**config.mk**
```make
export PLATFORM = sky130hd
export DESIGN_NAME = fp_divider_seq
export DESIGN_NICKNAME = d
export VERILOG_FILES = /design/src/rtl/fp_divider_seq.sv
export SDC_FILE = /design/constraint.sdc
export NUM_CORES = 1
export LEC_CHECK = 0
export CORE_MARGIN = 2
export CORE_UTILIZATION = 55
export CTS_CLUSTER_SIZE = 30
export DETAILED_ROUTE_END_ITERATION = 7
export GPL_ROUTABILITY_DRIVEN = 1
export PLACE_DENSITY = 0.77
export SYNTH_ARGS = -nofsm -noshare
export SYNTH_HDL_FRONTEND = slang
export SYNTH_SLANG_ARGS = --single-unit
```
**constraint.sdc**
```tcl
create_clock -name clk -period 8.1 [get_ports clk]
set_clock_uncertainty 0.15 [all_clocks]
set_input_delay 1.62 -clock clk [delete_from_list [all_inputs] [get_ports clk]]
set_output_delay 1.62 -clock clk [all_outputs]
set_load 0.005 [all_outputs]
```
**src/rtl/fp_divider_seq.sv**
```systemverilog
// Sequential IEEE-754 divider (a / b): restoring mantissa division, one quotient bit per cycle, RNE rounding.
// Latency: start accepted at edge k -> done high in the cycle after edge k+MAN_W+5; result/flags held until next done.
// Backpressure: none; start is only sampled in IDLE, requests while busy are dropped (no queueing).
// Ports: clk, rst_n (async active-low); start/op_a/op_b request; busy/done status;
//        result plus invalid/div_by_zero/overflow/underflow flags.
module fp_divider_seq #(
    parameter int EXP_W = 8,
    parameter int MAN_W = 23
) (
    input  logic                   clk,
    input  logic                   rst_n,
    input  logic                   start,
    input  logic [EXP_W+MAN_W:0]   op_a,
    input  logic [EXP_W+MAN_W:0]   op_b,
    output logic                   busy,
    output logic                   done,
    output logic [EXP_W+MAN_W:0]   result,
    output logic                   invalid,
    output logic                   div_by_zero,
    output logic                   overflow,
    output logic                   underflow
);

    localparam int W     = EXP_W + MAN_W + 1;
    localparam int SIG_W = MAN_W + 1;          // significand incl. hidden bit
    localparam int REM_W = MAN_W + 2;          // remainder stays below 2*divisor
    localparam int Q_W   = MAN_W + 3;          // integer + fraction + guard + round
    localparam int E_W   = EXP_W + 2;          // two guard bits, two's complement
    localparam int CNT_W = $clog2(Q_W);

    localparam logic [E_W-1:0]   BIAS    = E_W'((1 << (EXP_W - 1)) - 1);
    localparam logic [E_W-1:0]   EXP_MAX = E_W'((1 << EXP_W) - 1);
    localparam logic [CNT_W-1:0] LAST    = CNT_W'(Q_W - 1);
    localparam logic [W-1:0]     QNAN    = {1'b0, {EXP_W{1'b1}}, 1'b1, {(MAN_W-1){1'b0}}};

    typedef enum logic [2:0] {S_IDLE, S_LOAD, S_DIV, S_ROUND, S_DONE} state_t;

    state_t state, state_nxt;

    // operand capture and datapath state
    logic [W-1:0]     a_q, b_q;
    logic             sign_q;
    logic [E_W-1:0]   exp_q;
    logic [REM_W-1:0] rem_q;
    logic [SIG_W-1:0] dvs_q;
    logic [Q_W-1:0]   quo_q;
    logic [CNT_W-1:0] cnt_q;
    logic             spec_q;
    logic [W-1:0]     spec_res_q;
    logic             spec_inv_q, spec_dbz_q;

    // ---------------- FSM ----------------
    always_ff @(posedge clk or negedge rst_n) begin
        if (!rst_n) state <= S_IDLE;
        else        state <= state_nxt;
    end

    always_comb begin
        state_nxt = state;
        busy      = 1'b1;
        done      = 1'b0;
        case (state)
            S_IDLE:  begin
                busy = 1'b0;
                if (start) state_nxt = S_LOAD;
            end
            S_LOAD:  state_nxt = S_DIV;
            S_DIV:   if (cnt_q == LAST) state_nxt = S_ROUND;
            S_ROUND: state_nxt = S_DONE;
            S_DONE:  begin
                done      = 1'b1;
                state_nxt = S_IDLE;
            end
            default: state_nxt = S_IDLE;
        endcase
    end

    // ---------------- LOAD: unpack / classify ----------------
    logic               sa, sb, sgn;
    logic [EXP_W-1:0]   ea, eb;
    logic [MAN_W-1:0]   fa, fb;
    logic               a_zero, b_zero, a_inf, b_inf, a_nan, b_nan;
    logic [SIG_W-1:0]   ma, mb;
    logic [E_W-1:0]     exp_raw;
    logic               a_lt_b;

    assign {sa, ea, fa} = a_q;
    assign {sb, eb, fb} = b_q;
    assign sgn    = sa ^ sb;
    // exponent field 0 is treated as zero, so denormal inputs flush
    assign a_zero = (ea == '0);
    assign b_zero = (eb == '0);
    assign a_inf  = (&ea) && (fa == '0);
    assign b_inf  = (&eb) && (fb == '0);
    assign a_nan  = (&ea) && (fa != '0);
    assign b_nan  = (&eb) && (fb != '0);
    assign ma     = a_zero ? '0 : {1'b1, fa};
    assign mb     = b_zero ? '0 : {1'b1, fb};
    assign exp_raw = E_W'(ea) - E_W'(eb) + BIAS;
    assign a_lt_b  = (ma < mb);

    logic         spec;
    logic [W-1:0] spec_res;
    logic         spec_inv, spec_dbz;

    always_comb begin
        spec     = 1'b1;
        spec_res = '0;
        spec_inv = 1'b0;
        spec_dbz = 1'b0;
        if (a_nan || b_nan) begin
            spec_res = QNAN;
        end else if ((a_zero && b_zero) || (a_inf && b_inf)) begin
            spec_res = QNAN;
            spec_inv = 1'b1;
        end else if (a_inf) begin
            spec_res = {sgn, {EXP_W{1'b1}}, {MAN_W{1'b0}}};
        end else if (b_zero) begin
            spec_res = {sgn, {EXP_W{1'b1}}, {MAN_W{1'b0}}};
            spec_dbz = 1'b1;
        end else if (a_zero || b_inf) begin
            spec_res = {sgn, {(W-1){1'b0}}};
        end else begin
            spec = 1'b0;
        end
    end

    // ---------------- DIV: one restoring step ----------------
    logic             q_bit;
    logic [REM_W-1:0] rem_sub, rem_keep, rem_next;

    assign q_bit    = (rem_q >= REM_W'(dvs_q));
    assign rem_sub  = rem_q - REM_W'(dvs_q);
    assign rem_keep = q_bit ? rem_sub : rem_q;
    // rem_keep < divisor < 2^SIG_W, so its top bit is always 0 and the shift loses nothing
    assign rem_next = {rem_keep[REM_W-2:0], 1'b0};

    // ---------------- ROUND: RNE, renormalise, range check ----------------
    logic             guard, sticky, rnd_up, carry;
    logic [SIG_W:0]   mant_r;
    logic [MAN_W-1:0] frac_r;
    logic [E_W-1:0]   exp_r;
    logic             ovf, unf;

    assign guard  = quo_q[1];
    assign sticky = quo_q[0] | (rem_q != '0);
    assign rnd_up = guard & (sticky | quo_q[2]);
    assign mant_r = {1'b0, quo_q[Q_W-1:2]} + (SIG_W+1)'(rnd_up);
    assign carry  = mant_r[SIG_W];
    assign frac_r = carry ? mant_r[MAN_W:1] : mant_r[MAN_W-1:0];
    assign exp_r  = exp_q + E_W'(carry);
    assign ovf    = $signed(exp_r) >= $signed(EXP_MAX);
    assign unf    = $signed(exp_r) <= $signed(E_W'(0));

    // ---------------- datapath registers ----------------
    always_ff @(posedge clk or negedge rst_n) begin
        if (!rst_n) begin
            a_q         <= '0;
            b_q         <= '0;
            sign_q      <= 1'b0;
            exp_q       <= '0;
            rem_q       <= '0;
            dvs_q       <= '0;
            quo_q       <= '0;
            cnt_q       <= '0;
            spec_q      <= 1'b0;
            spec_res_q  <= '0;
            spec_inv_q  <= 1'b0;
            spec_dbz_q  <= 1'b0;
            result      <= '0;
            invalid     <= 1'b0;
            div_by_zero <= 1'b0;
            overflow    <= 1'b0;
            underflow   <= 1'b0;
        end else begin
            case (state)
                S_IDLE: if (start) begin
                    a_q         <= op_a;
                    b_q         <= op_b;
                    invalid     <= 1'b0;
                    div_by_zero <= 1'b0;
                    overflow    <= 1'b0;
                    underflow   <= 1'b0;
                end
                S_LOAD: begin
                    sign_q     <= sgn;
                    dvs_q      <= mb;
                    quo_q      <= '0;
                    cnt_q      <= '0;
                    spec_q     <= spec;
                    spec_res_q <= spec_res;
                    spec_inv_q <= spec_inv;
                    spec_dbz_q <= spec_dbz;
                    // pre-scale the dividend so the quotient lands in [1,2)
                    if (a_lt_b) begin
                        rem_q <= {ma, 1'b0};
                        exp_q <= exp_raw - E_W'(1);
                    end else begin
                        rem_q <= {1'b0, ma};
                        exp_q <= exp_raw;
                    end
                end
                S_DIV: begin
                    quo_q <= {quo_q[Q_W-2:0], q_bit};
                    rem_q <= rem_next;
                    cnt_q <= cnt_q + CNT_W'(1);
                end
                S_ROUND: begin
                    if (spec_q) begin
                        result      <= spec_res_q;
                        invalid     <= spec_inv_q;
                        div_by_zero <= spec_dbz_q;
                    end else if (ovf) begin
                        result   <= {sign_q, {EXP_W{1'b1}}, {MAN_W{1'b0}}};
                        overflow <= 1'b1;
                    end else if (unf) begin
                        result    <= {sign_q, {(W-1){1'b0}}};
                        underflow <= 1'b1;
                    end else begin
                        result <= {sign_q, exp_r[EXP_W-1:0], frac_r};
                    end
                end
                default: ;
            endcase
        end
    end

endmodule

```
==> results.md <==
- The endpoint of the most critical setup path is rem_q[18].
- Among all flip-flop cells after synthesis, the most frequent one is dfrtp_1.
- The total count of max-transition violations in the final report was 0.
- The share of cells above drive strength 1 is 9.299%.
- The worst-case vdd ir drop is 255.2 µV.
- The design internal power is 3.444 mW.
- The cell area that synthesis handed to floorplanning was 11,870 µm².
- TritonCTS built the clock tree.
- The number of H-tree branching levels is 4.
- The row count is 53.
- The worst pin sits at a relative slew slack of 35.68%.
- The power density relative to cell area is 467.7 nW/µm².
- The number of nets handed over by synthesis was 1,398.
- The final critical path takes up 54.34% of the cycle.
- The commonest non-fill, non-tap cell in the layout is dfrtp_1.
- The clock network burns between 10% and 20% of the power.
- The cell count of the worst hold path is 2.
- The global-route wire length before repair is about 47,000 µm.
- The reported leakage power is 6.176 nW.
- The total setup violations reported at the end of the flow is 0.
- The data required time of the critical path is 8.32 ns.
- The type of origin of the critical path is a flip-flop.
- The flow ran to the end, and the final reports show no timing, DRC or antenna violations.
- The first detailed-routing pass ran for 7 iterations.
- Setup repair after global routing left no endpoint under its margin.
- The library cells used most frequently in the layout, excluding fill and tap cells, are 200 x dfrtp_1, 187 x nand2_1, 103 x clkdlybuf4s50_1, 88 x o21ai_0, 75 x inv_1.
- The sequential share of the synthesized area is 42.15%.
- The start of the worst register-to-register path is a_q[24].
- The placed cell area is 13,110 µm².
- The effective utilization at floorplan is between 50% and 60%.
- Derived from the worst setup path, the maximum achievable clock frequency is 0.2272 GHz.
- After synthesis, the share of flip-flops with an asynchronous set or reset is 100.0%.
- At the worst endpoint, the arrival time is 4.62 ns.
- Of the total power, the share spent switching nets is between 40 and 50%.
- The number of design-rule violations left by the first detailed-router iteration is 735.
- The area of the die is 22,780 µm².
- The via count of the first global-routing pass is 9,231.
- The final global-route overflow total is 0.
- The I/O pin count is between 100 and 150.
- The vias per cell is 5.907.
- The root buffer selected by CTS is clkbuf_16.
- The endpoint type of the worst setup path is a flip-flop.
- The number of different library cells used by synthesis comes to 83.
- The Yosys step of the flow raised 0 warnings.
- After clock tree synthesis, the clock-pin slew on the worst setup and hold paths is 0.08 ns.
- After layout, the minimum clock period comes to 4.401 ns.
- The final weighted congestion in routability-driven placement is 0.9188.
- The cell count after synthesis came out at 1,266.
- The clock net in this run drives a total of 200 sinks.
- In this run the critical register-to-register path is captured at rem_q[18].
- The count of port buffers added during placement is 104.
- The vertical die dimension is approximately 150 µm.
- The aggregate negative setup slack is 0 ns.
- Relative to the synthesized area, the layout overhead comes to 15.41%.
- The clock passes through at most 2 buffers.
- The core box area is 21,090 µm².
- The slew at the pin closest to its max-slew limit is 0.9648 ns.
- For this run, the total global-route usage over all layers was measured as 25.79%.
- The cell count of the worst reg-to-reg path is 14.
- The number of gates resized after cts is 0.
- The initial antenna violation count is 0.
- The total wire length after detailed routing is 28,120 µm.
- Combinational cells account for 58.4% of the total power.
- The source-to-sink clock delay at the later pin of the worst-skew pair is 0.45 ns.
- The count of nets left with antenna violations once routing finished came out at 0.
- The biggest fanout along the worst timing path is 31.
- By startpoint and endpoint, the worst setup path is classified as reg -> reg.
- The hold-fix buffer count after cts is 0.
- The placed wire-length estimate is just over 20,000 µm.
- In this run, synthesis inferred 0 flip-flops with an integrated enable.
- The number of endpoints with negative hold slack in the final report is 0.
- The floorplan step set the die width to 150.9 µm.
- The net count of the finished layout is 1,474.
- The synthesized area per cell is ~9.4 µm².
- Across the run, the number of max-cap violations was 0.
- Summing all non-filler instances in the final layout gives an area of 13,700 µm².
- In this run, synthesis produced a sequential element count of 200.
- The switching power is 2.965 mW.
- Across all layers, the routed design uses 9,629 vias.
- TritonCTS created 17 clock buffers.
- In this run the worst setup path begins at a_q[24].
- The classification of the worst-slack hold path is reg -> reg.
- The count of antenna diodes in the layout is 0.
- After clock tree synthesis, the setup repair step added 0 buffers.
- In the final routed layout, each cell accounts on average for 17.25 µm.
- The worst reg-to-reg setup slack is around 3.7 ns.
- The maximum number of pins on one net before global-route repair is 111.
- Of the total power, registers draw 28.0%.
- After detailed routing, the number of remaining DRC violations is 0.
## metrics by stage
step                      total power, mW  worst slack [ns]  cells  util [%]  hold slack [ns]
final                               6.409             3.699   1630     64.98           0.3265
after detailed placement            5.485             3.711   1598     62.15           0.3125
after global routing                6.935             3.369   1630     64.98           0.3434
after floorplan                     4.613             4.301   1266         -           0.2880
after global placement              5.404             3.801   1598     62.15           0.3062
after CTS                           6.383             3.712   1630     64.98           0.3310
## critical path: stages (launching register included)
cell and delay [ns]:
dfrtp_1 0.45, or4_1 0.59, or2_2 0.50, nand2_1 0.20, inv_1 0.06, ha_1 0.29, a21oi_1 0.14, o21ai_0 0.13
a221oi_1 0.36, o211ai_1 0.30, nor2_2 0.18, buf_4 0.38, mux2i_1 0.31, o22ai_1 0.12, a21oi_1 0.15
## cell usage after synthesis, drive strengths merged (30+ instances only)
library cell  number  area share [%]
o21ai             94             4.0
xnor2             30             2.2
mux2              58             5.5
a22o              34             2.5
nor2              69             2.2
a21oi             59             2.6
xor2              32             2.4
clkbuf            43             1.4
ha                63             6.6
dfrtp            200              42
inv               75             2.4
nand2            187             5.9
## cell type report
type	instances	area [µm²]
timing repair buffer	114	1120
sequential	200	5005
clock buffer	17	425.4
clock inverter	15	170.2
fill	1713	7386
multi-input combinational	933	6352
inverter	76	285.3
tap	275	344.1
## worst min-delay path by stage
stage	from	endpoint
floorplan	spec_res_q[22]	spec_res_q[22]
global placement	spec_res_q[22]	spec_res_q[22]
detailed placement	spec_res_q[22]	spec_res_q[22]
CTS	result[0]	result[0]
global route	result[0]	result[0]
finish	result[0]	result[0]
## flip-flops by register name, summed over array words and instances, names as in the netlist
name         cells
state            3
underflow        1
dvs_q           24
spec_res_q       3
quo_q           26
a_q             32
result          32
cnt_q            5
sign_q           1
spec_dbz_q       1
spec_inv_q       1
spec_q           1
invalid          1
exp_q           10
overflow         1
b_q             32
div_by_zero      1
rem_q           25
## cell families after synthesis
group / synth area share [%]
adder cells (fa/ha/maj): 6.977
XOR/XNOR: 4.574
multiplexers: 7.777
flip-flops: 42.15
buffers and inverters: 4.426
AO/OA/AOI/OAI: 17.06
AND/OR/NAND/NOR: 17.03
## power by group through the flow
stage / registers (mW) / logic [mW] / clock network [mW]
3_3_place_gp: 1.78 / 3.62 / 0
4_1_cts: 1.78 / 3.72 / 0.880
3_5_place_dp: 1.80 / 3.68 / 0
5_1_grt: 1.84 / 4.16 / 0.925
6_report: 1.80 / 3.74 / 0.869
2_1_floorplan: 1.64 / 2.97 / 0
## routing by layer
layer / GRT usage [%] / routed length (µm) / vias up
met5: 0 / 0 / -
met4: 7.477 / 567 / 0
met3: 3.916 / 1338 / 44
met2: 40.73 / 12730 / 287
met1: 37.09 / 13480 / 4602
li1: - / - / 4696
(Power assumes the default switching activity.)
